$ cat src/rtl/seq_multiply.sv
// seq_multiply: iterative radix-2 shift-add multiplier with valid/ready
// handshakes on the operand and product sides. Signed operation is done on
// magnitudes, and the stored result sign is applied when the product is loaded.
//
// state | meaning
// ------+-------------------------------------------------------------
// IDLE  | waiting for operands; in_ready=1
// RUN   | one multiplier bit per cycle for B_WIDTH cycles; busy=1
// DONE  | product held on dataout with out_valid=1 until out_ready
module seq_multiply #(
    parameter int A_WIDTH = 5,
    parameter int B_WIDTH = 5,
    parameter int P_WIDTH = A_WIDTH + B_WIDTH
) (
    input  logic               clock0,
    input  logic               global_resetn,
    input  logic               in_valid,
    output logic               in_ready,
    input  logic               is_signed,
    input  logic [A_WIDTH-1:0] dataa,
    input  logic [B_WIDTH-1:0] datab,
    output logic               out_valid,
    input  logic               out_ready,
    output logic [P_WIDTH-1:0] dataout,
    output logic               busy
);

    localparam int CNT_W = $clog2(B_WIDTH + 1);

    typedef enum logic [1:0] {
        S_IDLE = 2'd0,
        S_RUN  = 2'd1,
        S_DONE = 2'd2
    } state_t;

    state_t             r_state;
    logic [P_WIDTH:0]   r_mcand;
    logic [B_WIDTH-1:0] r_mplier;
    logic [P_WIDTH:0]   r_acc;
    logic [CNT_W-1:0]   r_cnt;
    logic               r_sign;
    logic [P_WIDTH-1:0] r_dataout;
    logic               r_out_valid;
    logic               r_in_ready;
    logic               r_busy;

    // The multiplicand magnitude carries one extra bit so -2^(A-1) keeps its
    // magnitude. The multiplier magnitude 2^(B-1) still fits in B bits unsigned.
    logic [A_WIDTH:0]   w_a_ext;
    logic [A_WIDTH:0]   w_a_mag;
    logic [B_WIDTH-1:0] w_b_mag;
    logic               w_sign;
    logic [P_WIDTH:0]   w_addend;
    logic [P_WIDTH:0]   w_acc_next;
    logic [P_WIDTH-1:0] w_prod_lo;
    logic [P_WIDTH-1:0] w_result;

    // Operand magnitude/sign conditioning and the shift-add datapath
    always_comb begin
        w_a_ext    = {dataa[A_WIDTH-1], dataa};
        w_a_mag    = (is_signed && dataa[A_WIDTH-1]) ? -w_a_ext : {1'b0, dataa};
        w_b_mag    = (is_signed && datab[B_WIDTH-1]) ? -datab : datab;
        w_sign     = is_signed & (dataa[A_WIDTH-1] ^ datab[B_WIDTH-1]);
        w_addend   = r_mplier[0] ? r_mcand : '0;
        w_acc_next = r_acc + w_addend;
        w_prod_lo  = w_acc_next[P_WIDTH-1:0];
        w_result   = r_sign ? -w_prod_lo : w_prod_lo;
    end

    // Control FSM with registered handshake outputs and the datapath registers
    always_ff @(posedge clock0 or negedge global_resetn) begin
        if (!global_resetn) begin
            r_state     <= S_IDLE;
            r_mcand     <= '0;
            r_mplier    <= '0;
            r_acc       <= '0;
            r_cnt       <= '0;
            r_sign      <= 1'b0;
            r_dataout   <= '0;
            r_out_valid <= 1'b0;
            r_in_ready  <= 1'b1;
            r_busy      <= 1'b0;
        end else begin
            case (r_state)
                S_IDLE: begin
                    if (in_valid) begin
                        r_mcand    <= {{B_WIDTH{1'b0}}, w_a_mag};
                        r_mplier   <= w_b_mag;
                        r_sign     <= w_sign;
                        r_acc      <= '0;
                        r_cnt      <= '0;
                        r_in_ready <= 1'b0;
                        r_busy     <= 1'b1;
                        r_state    <= S_RUN;
                    end
                end
                S_RUN: begin
                    r_acc    <= w_acc_next;
                    r_mcand  <= r_mcand << 1;
                    r_mplier <= r_mplier >> 1;
                    r_cnt    <= r_cnt + CNT_W'(1);
                    if (r_cnt == CNT_W'(B_WIDTH - 1)) begin
                        r_dataout   <= w_result;
                        r_out_valid <= 1'b1;
                        r_busy      <= 1'b0;
                        r_state     <= S_DONE;
                    end
                end
                S_DONE: begin
                    if (out_ready) begin
                        r_out_valid <= 1'b0;
                        r_in_ready  <= 1'b1;
                        r_state     <= S_IDLE;
                    end
                end
                default: begin
                    r_out_valid <= 1'b0;
                    r_in_ready  <= 1'b1;
                    r_busy      <= 1'b0;
                    r_state     <= S_IDLE;
                end
            endcase
        end
    end

    assign in_ready  = r_in_ready;
    assign out_valid = r_out_valid;
    assign dataout   = r_dataout;
    assign busy      = r_busy;

endmodule

$ cat config.mk
export PLATFORM = sky130hd
export DESIGN_NAME = seq_multiply
export DESIGN_NICKNAME = d
export VERILOG_FILES = /design/src/rtl/seq_multiply.sv
export SDC_FILE = /design/constraint.sdc
export NUM_CORES = 1
export LEC_CHECK = 0
export BUFFER_PORTS_ARGS = -buffer_cell sky130_fd_sc_hd__buf_2
export CAP_MARGIN = 20
export CORE_MARGIN = 2
export CORE_UTILIZATION = 30
export DETAILED_ROUTE_END_ITERATION = 8
export PLACE_DENSITY = 0.53
export SYNTH_ARGS = -nofsm -noshare
export SYNTH_HDL_FRONTEND = slang
export SYNTH_SLANG_ARGS = --single-unit
$ cat constraint.sdc
create_clock -name clock0 -period 6.95 [get_ports clock0]
set_input_delay 0.3475 -clock clock0 [delete_from_list [all_inputs] [get_ports clock0]]
set_output_delay 0.3475 -clock clock0 [all_outputs]
set_load 0.005 [all_outputs]
==> metrics.md, run 1 <==
| Metric | Value |
|---|---|
| Status | `completed` |
| Ys Warns | `0` |
| Clock latency on the worst-skew pair | `0.30 ns` |
| TritonCTS Buffers | `5` |
| Non-Filler Instances | `418` |
| Tot Pwr | `1.29 mW` |
| Post-Route Setup TNS | `0 ns` |
| Final clock period utilization by the worst path | `41.1%` |
| WP data required | `7.11 ns` |
| Skew final | `0.0102 ns` |
| Antenna cells | `0` |
| Post-synthesis xor/xnor area fraction | `8.62%` |
| Maximum Capacitance Violations | `0` |
| Clock sinks | `44` |
| Distinct cells, synth | `46` |
| Core outline area | `0.00864 mm^2` |
| Met2 Wirelength | `2.40 mm` |
| Lkg Pwr | `1.41 nW` |
| Final hold vios | `0` |
| Routability cong. | `0.741` |
| CP arrival | `3.01 ns` |
| Syn avg cell area | `9.36 um^2` |
| Initial antenna violation count | `0` |
| Setup repair bufs after CTS | `0` |
| H-tree Lvls | `2` |
| M1 WL | `2.66 mm` |
| Clock tree buffer depth | `2` |
| Post-synth ARST share | `100%` |
| Top sig layer | `met4` |
| CTS tree | `done` |
| Adder-Cell Fraction of Synth Area | `7.34%` |
| Final WL | `5.32 mm` |
| Area delta synth->final | `13.0%` |
| Setup violators final | `0` |
| Unrepaired setup endpoints after global routing | `false` |
| TritonRoute pass-1 iters | `5` |
| Hold Worst Slack | `0.307 ns` |
| DRC viols | `0` |
| Final Core Density | `34.8%` |
| Wirelength per Cell | `12.7 um` |
| Via count | `2002` |
| I/O pin total | `28` |
| Post-synthesis compound-gate area fraction | `19.4%` |
| First-pass GRT wire length | `9.16 mm` |
| Clk slew on worst S/H paths | `0.09 ns` |
| Number of routed nets with antenna violations | `0` |
| Combinational family with the most area after synthesis | `compound AO/OA/AOI/OAI gates` |
| Clk root buf | `clkbuf_8` |
| Max-slew violation count | `0` |
| Initial core utilization | `30.8%` |
| Share of cells above drive strength 1 | `16.5%` |
| Die Area | `0.00963 mm^2` |
| Synthesis-stage register bit count | `44` |
| Vias in the first global route | `1916` |
| Met3 WL | `212 um` |
| Simple-gate portion of the synthesized area | `18.2%` |
| Cells after DPL | `408` |
| Power Dens Cells | `428 mW/mm^2` |
| Startpoint Class | `flop` |
| Pin count of the biggest net entering global routing | `45` |
| Total GRT Usage | `11.6%` |
| Slew headroom | `38.4%` |
| Mux share of post-synthesis cell area | `0.753%` |
| Via-to-Cell Ratio | `4.79` |
| Critical path class | `flop to flop` |
| I/O Buffers | `27` |
| CP Capture Type | `flop` |
| DR iter-0 viols | `82` |
| Netlist Area Pre-Place | `0.00266 mm^2` |
| Cts repair resizes | `0` |
| Post-synth top flop | `dfrtp_1` |
| Slew at the pin closest to its max-slew limit | `0.921 ns` |
| Min-Delay Path Class | `input port to flop` |
| Maximum fanout along the worst path | `11` |
| Die Width | `98.1 um` |
| Post-synth EDFFs | `0` |
| Cells after synthesis | `284` |
| Min Tclk post-route | `2.85 ns` |
| Syn_nets | `314` |
| FMAX | `350 MHz` |
| Final #Nets | `339` |
| Sequential fraction of the synthesis area | `41.5%` |
| Num rows | `34` |
| HPWL Detailed | `3.93 mm` |
| Total global routing overflow | `0` |
| Peak VDD IR | `0.110 mV` |
| Die H | `98.1 um` |
[state kept, by name (all words and copies together), names as in the netlist]
name       flops
out_valid      1
dataout       10
r_sign         1
r_cnt          3
r_mplier       5
r_mcand       10
r_acc         10
busy           1
r_state        2
in_ready       1
[final cells by class]
class / count / area, um^2
Inverter: 11 / 41.3
Clock buffer: 6 / 72.6
Multi-Input combinational cell: 217 / 1450
Sequential cell: 44 / 1100
Timing Repair Buffer: 30 / 173
Tap cell: 108 / 135
Fill cell: 926 / 5630
Clock inverter: 2 / 35.0
[worst max-delay path, stage by stage, from the launching register on]
cell and delay (ns):
dfrtp_1 0.47, and2_1 0.17, ha_1 0.21, inv_1 0.07, fa_1 0.39, nand2b_1 0.17
a21oi_2 0.33, a31oi_4 0.15, xnor2_2 0.20, o41ai_2 0.33, xnor2_1 0.16, o21ai_1 0.08
[layer usage]
metal  vias up  global-route usage (%)
met5         -                       0
met4         0                    3.21
met3         7                    2.43
met2        38                    18.7
met1       929                    15.8
li1       1028                       -
[cells by family after synthesis]
logic type / count (synthesis)
AND/OR/NAND/NOR: 105
AO/OA/AOI/OAI: 74
flip-flops: 44
buffers and inverters: 23
XOR/XNOR: 21
adder cells (fa/ha/maj): 15
multiplexers: 2
[path summary, 6_finish.rpt]
path | to | depth (start not counted) | from | slack (ns)
hold / removal | r_state[1] | 4 | out_ready | 0.31
min in group asynchronous | dataout[6] | 2 | global_resetn | 0.48
setup / recovery | dataout[8] | 11 | r_mplier[0] | 4.10
max in group asynchronous | in_ready | 3 | global_resetn | 5.92
hold reg to reg | dataout[6] | 2 | dataout[6] | 0.48
setup reg to reg | dataout[8] | 11 | r_mplier[0] | 4.10
[cells in the mapped netlist, drive strengths merged, types with 2 or more instances]
cell | n | area share [%]
mux2i | 2 | 0.75
nand2 | 47 | 6.6
nor2 | 18 | 2.6
nor2b | 3 | 0.71
nand3 | 18 | 3.9
a21oi | 7 | 1.6
o311ai | 2 | 0.66
xnor2 | 14 | 6.3
a21o | 4 | 1.1
nand2b | 5 | 1.2
o21ai | 38 | 7.3
o21a | 2 | 0.56
a22oi | 7 | 2.0
xor2 | 7 | 2.3
and2 | 8 | 1.9
ha | 14 | 6.6
o31ai | 2 | 0.56
a22o | 2 | 0.66
nor3 | 3 | 0.56
inv | 11 | 1.6
dfrtp | 43 | 40
clkbuf | 11 | 2.3
[where the power goes]
group / internal [mW] / switching, mW
clock: 0.107 / 0.0890
combinational: 0.269 / 0.385
sequential: 0.361 / 0.0758
[placed cells by master (no fill, tap or decap), types with 2 or more instances in the layout]
cell type	netlist	routed
mux2i_1	2	2
a21o_1	4	4
o21ai_0	33	33
xnor2_4	2	2
clkbuf_8	2	5
xnor2_1	11	11
nor3_1	3	3
o311ai_0	2	2
nand2b_1	5	5
xor2_1	7	7
nor2_1	17	17
o21a_1	2	2
o21ai_1	4	4
and2_1	8	8
inv_1	11	11
a21oi_1	5	5
a21oi_2	2	2
ha_1	14	14
a22oi_1	7	7
o31ai_1	2	2
nand3_1	17	17
a22o_1	2	2
dfrtp_1	43	43
buf_2	0	27
nor2b_1	3	3
nand2_1	47	47
[per-stage QoR]
step,setup WS [ns],area [um^2]
floorplan,4.23,2660
global placement,4.16,2870
detailed placement,4.06,2870
CTS,4.05,2970
global route,3.88,3000
finish,4.10,3000
[repair_timing]
action,CTS,global route
hold endpoints to repair,0,13
hold buffers,0,1
setup endpoints to repair,0,0
No activity file was read; power rests on OpenSTA's default activity.
==> inputs of run 2 (changes only) <==
==> constraint.sdc (replaced) <==
create_clock -name clock0 -period 2.7 [get_ports clock0]
set_input_delay 0.135 -clock clock0 [delete_from_list [all_inputs] [get_ports clock0]]
set_output_delay 0.135 -clock clock0 [all_outputs]
set_load 0.005 [all_outputs]
==> metrics.md, run 2 (synthesis gave the netlist of run 1 again) <==
| Metric | Value |
|---|---|
| Antenna cells | `0` |
| Share of cells above drive strength 1 | `19.2%` |
| Wirelength per Cell | `12.6 um` |
| Min-Delay Path Class | `input port to flop` |
| Max-slew violation count | `0` |
| TritonCTS Buffers | `5` |
| Buf/Inv on CP | `1` |
| Worst path depth | `11` |
| Via count | `2022` |
| Via-to-Cell Ratio | `4.75` |
| Non-Filler Instances | `426` |
| M1 WL | `2.75 mm` |
| CP Cell Sequence | `and2_1, ha_2, inv_1, fa_1, nand2b_4, a21oi_4, xnor2_4, nand3_4, o41ai_4, xnor2_1, o21ai_1` |
| Clk slew on worst S/H paths | `0.08 ns` |
| Tot Pwr | `3.37 mW` |
| Unrepaired setup endpoints after global routing | `false` |
| Met3 WL | `180 um` |
| CP arrival | `2.69 ns` |
| Hold path cells | `4` |
| HPWL Detailed | `3.92 mm` |
| Die Area | `0.00963 mm^2` |
| Power Dens Cells | `1100 mW/mm^2` |
| Critical path class | `flop to flop` |
| Routability cong. | `0.748` |
| Final WL | `5.38 mm` |
| Most common cell after layout, fill and taps aside | `nand2_1` |
| H-tree Lvls | `2` |
| Dpl ws | `0.0830 ns` |
| TritonRoute pass-1 iters | `4` |
| CTS tree | `done` |
| Clock latency on the worst-skew pair | `0.30 ns` |
| FMAX | `395 MHz` |
| Vias in the first global route | `1997` |
| Peak VDD IR | `0.329 mV` |
| Slew headroom | `52.5%` |
| Lkg Pwr | `1.44 nW` |
| Min Tclk post-route | `2.53 ns` |
| Startpoint Class | `flop` |
| Slew at the pin closest to its max-slew limit | `0.712 ns` |
| Commonest cells after routing, fill and taps aside | `nand2_1, dfrtp_1, o21ai_0` |
| Initial antenna violation count | `0` |
| Clock sinks | `44` |
| I/O Buffers | `27` |
| Die Width | `98.1 um` |
| Initial core utilization | `30.8%` |
| Final hold vios | `0` |
| Clock tree buffer depth | `2` |
| Setup violators final | `0` |
| Skew final | `0.00310 ns` |
| Final clock period utilization by the worst path | `93.8%` |
| Total global routing overflow | `0` |
| Core outline area | `0.00864 mm^2` |
| WP data required | `2.86 ns` |
| Post-Route Setup TNS | `0 ns` |
| CP Capture Type | `flop` |
| Cells after DPL | `414` |
| Maximum fanout along the worst path | `4` |
| Top sig layer | `met4` |
| Num rows | `34` |
| Hold Worst Slack | `0.100 ns` |
| Pin count of the biggest net entering global routing | `45` |
| I/O pin total | `28` |
| DR iter-0 viols | `47` |
| Status | `completed` |
| Clk root buf | `clkbuf_8` |
| Area delta synth->final | `15.6%` |
| Worst path slowest cell | `fa_1` |
| Final worst setup slack | `0.167 ns` |
| DRC viols | `0` |
| Die H | `98.1 um` |
| Final #Nets | `347` |
| Met2 Wirelength | `2.38 mm` |
| Critical Path Max Stage Delay | `0.39 ns` |
| First-pass GRT wire length | `9.38 mm` |
| Number of routed nets with antenna violations | `0` |
| CP delay by family, top | `compound AO/OA/AOI/OAI gates` |
| Worst r2r path cells | `11` |
| Total GRT Usage | `11.8%` |
| Maximum Capacitance Violations | `0` |
## run 2: area by class of cell
cell class,instances,area (um^2)
fillers,902,5560
repair buffers,38,233
well taps,108,135
inverters,11,41.3
multi-input cells,217,1480
flip-flops and latches,44,1100
clock buffers,8,80.1
## run 2: worst paths after layout
path / start / endpoint / slack (ns)
hold reg to reg: dataout[0] / dataout[0] / 0.48
max in group asynchronous: global_resetn / in_ready / 1.85
min in group asynchronous: global_resetn / r_acc[0] / 0.29
setup / recovery: r_mcand[0] / dataout[8] / 0.17
hold / removal: out_ready / r_state[1] / 0.10
setup reg to reg: r_mcand[0] / dataout[8] / 0.17
## run 2: worst register-to-register path, delay by kind of cell, from the launching register on
kind	cells	cell delay [ns]
fa+ha+maj	2	0.59
buf+inv	1	0.06
simple gates	3	0.43
compound gates	3	0.66
flops	1	0.35
xor+xnor	2	0.32
## run 2: what timing repair did
item                                    CTS  global route
hold buffers                              0             1
endpoints found under the hold margin     0            14
setup buffers                             0             2
endpoints found under the setup margin    0             2
gates resized for setup                   0             5
## run 2: where the power goes
part	switching (mW)	total, mW	internal, mW
Combinational	1.06	1.85	0.789
Sequential	0.189	1.12	0.929
Clock	0.218	0.402	0.184
## run 2: per-stage QoR
stage,instance area [um^2],util (%)
6_report,3070,35.6
5_1_grt,3070,35.6
4_1_cts,3000,34.7
3_5_place_dp,2920,33.8
3_3_place_gp,2920,33.8
2_1_floorplan,2670,-
## run 2: per-layer routing
layer  up-vias  track usage, %
met5         -               0
met4         0            4.17
met3         7            2.36
met2        30            17.9
met1       944            16.7
li1       1041               -
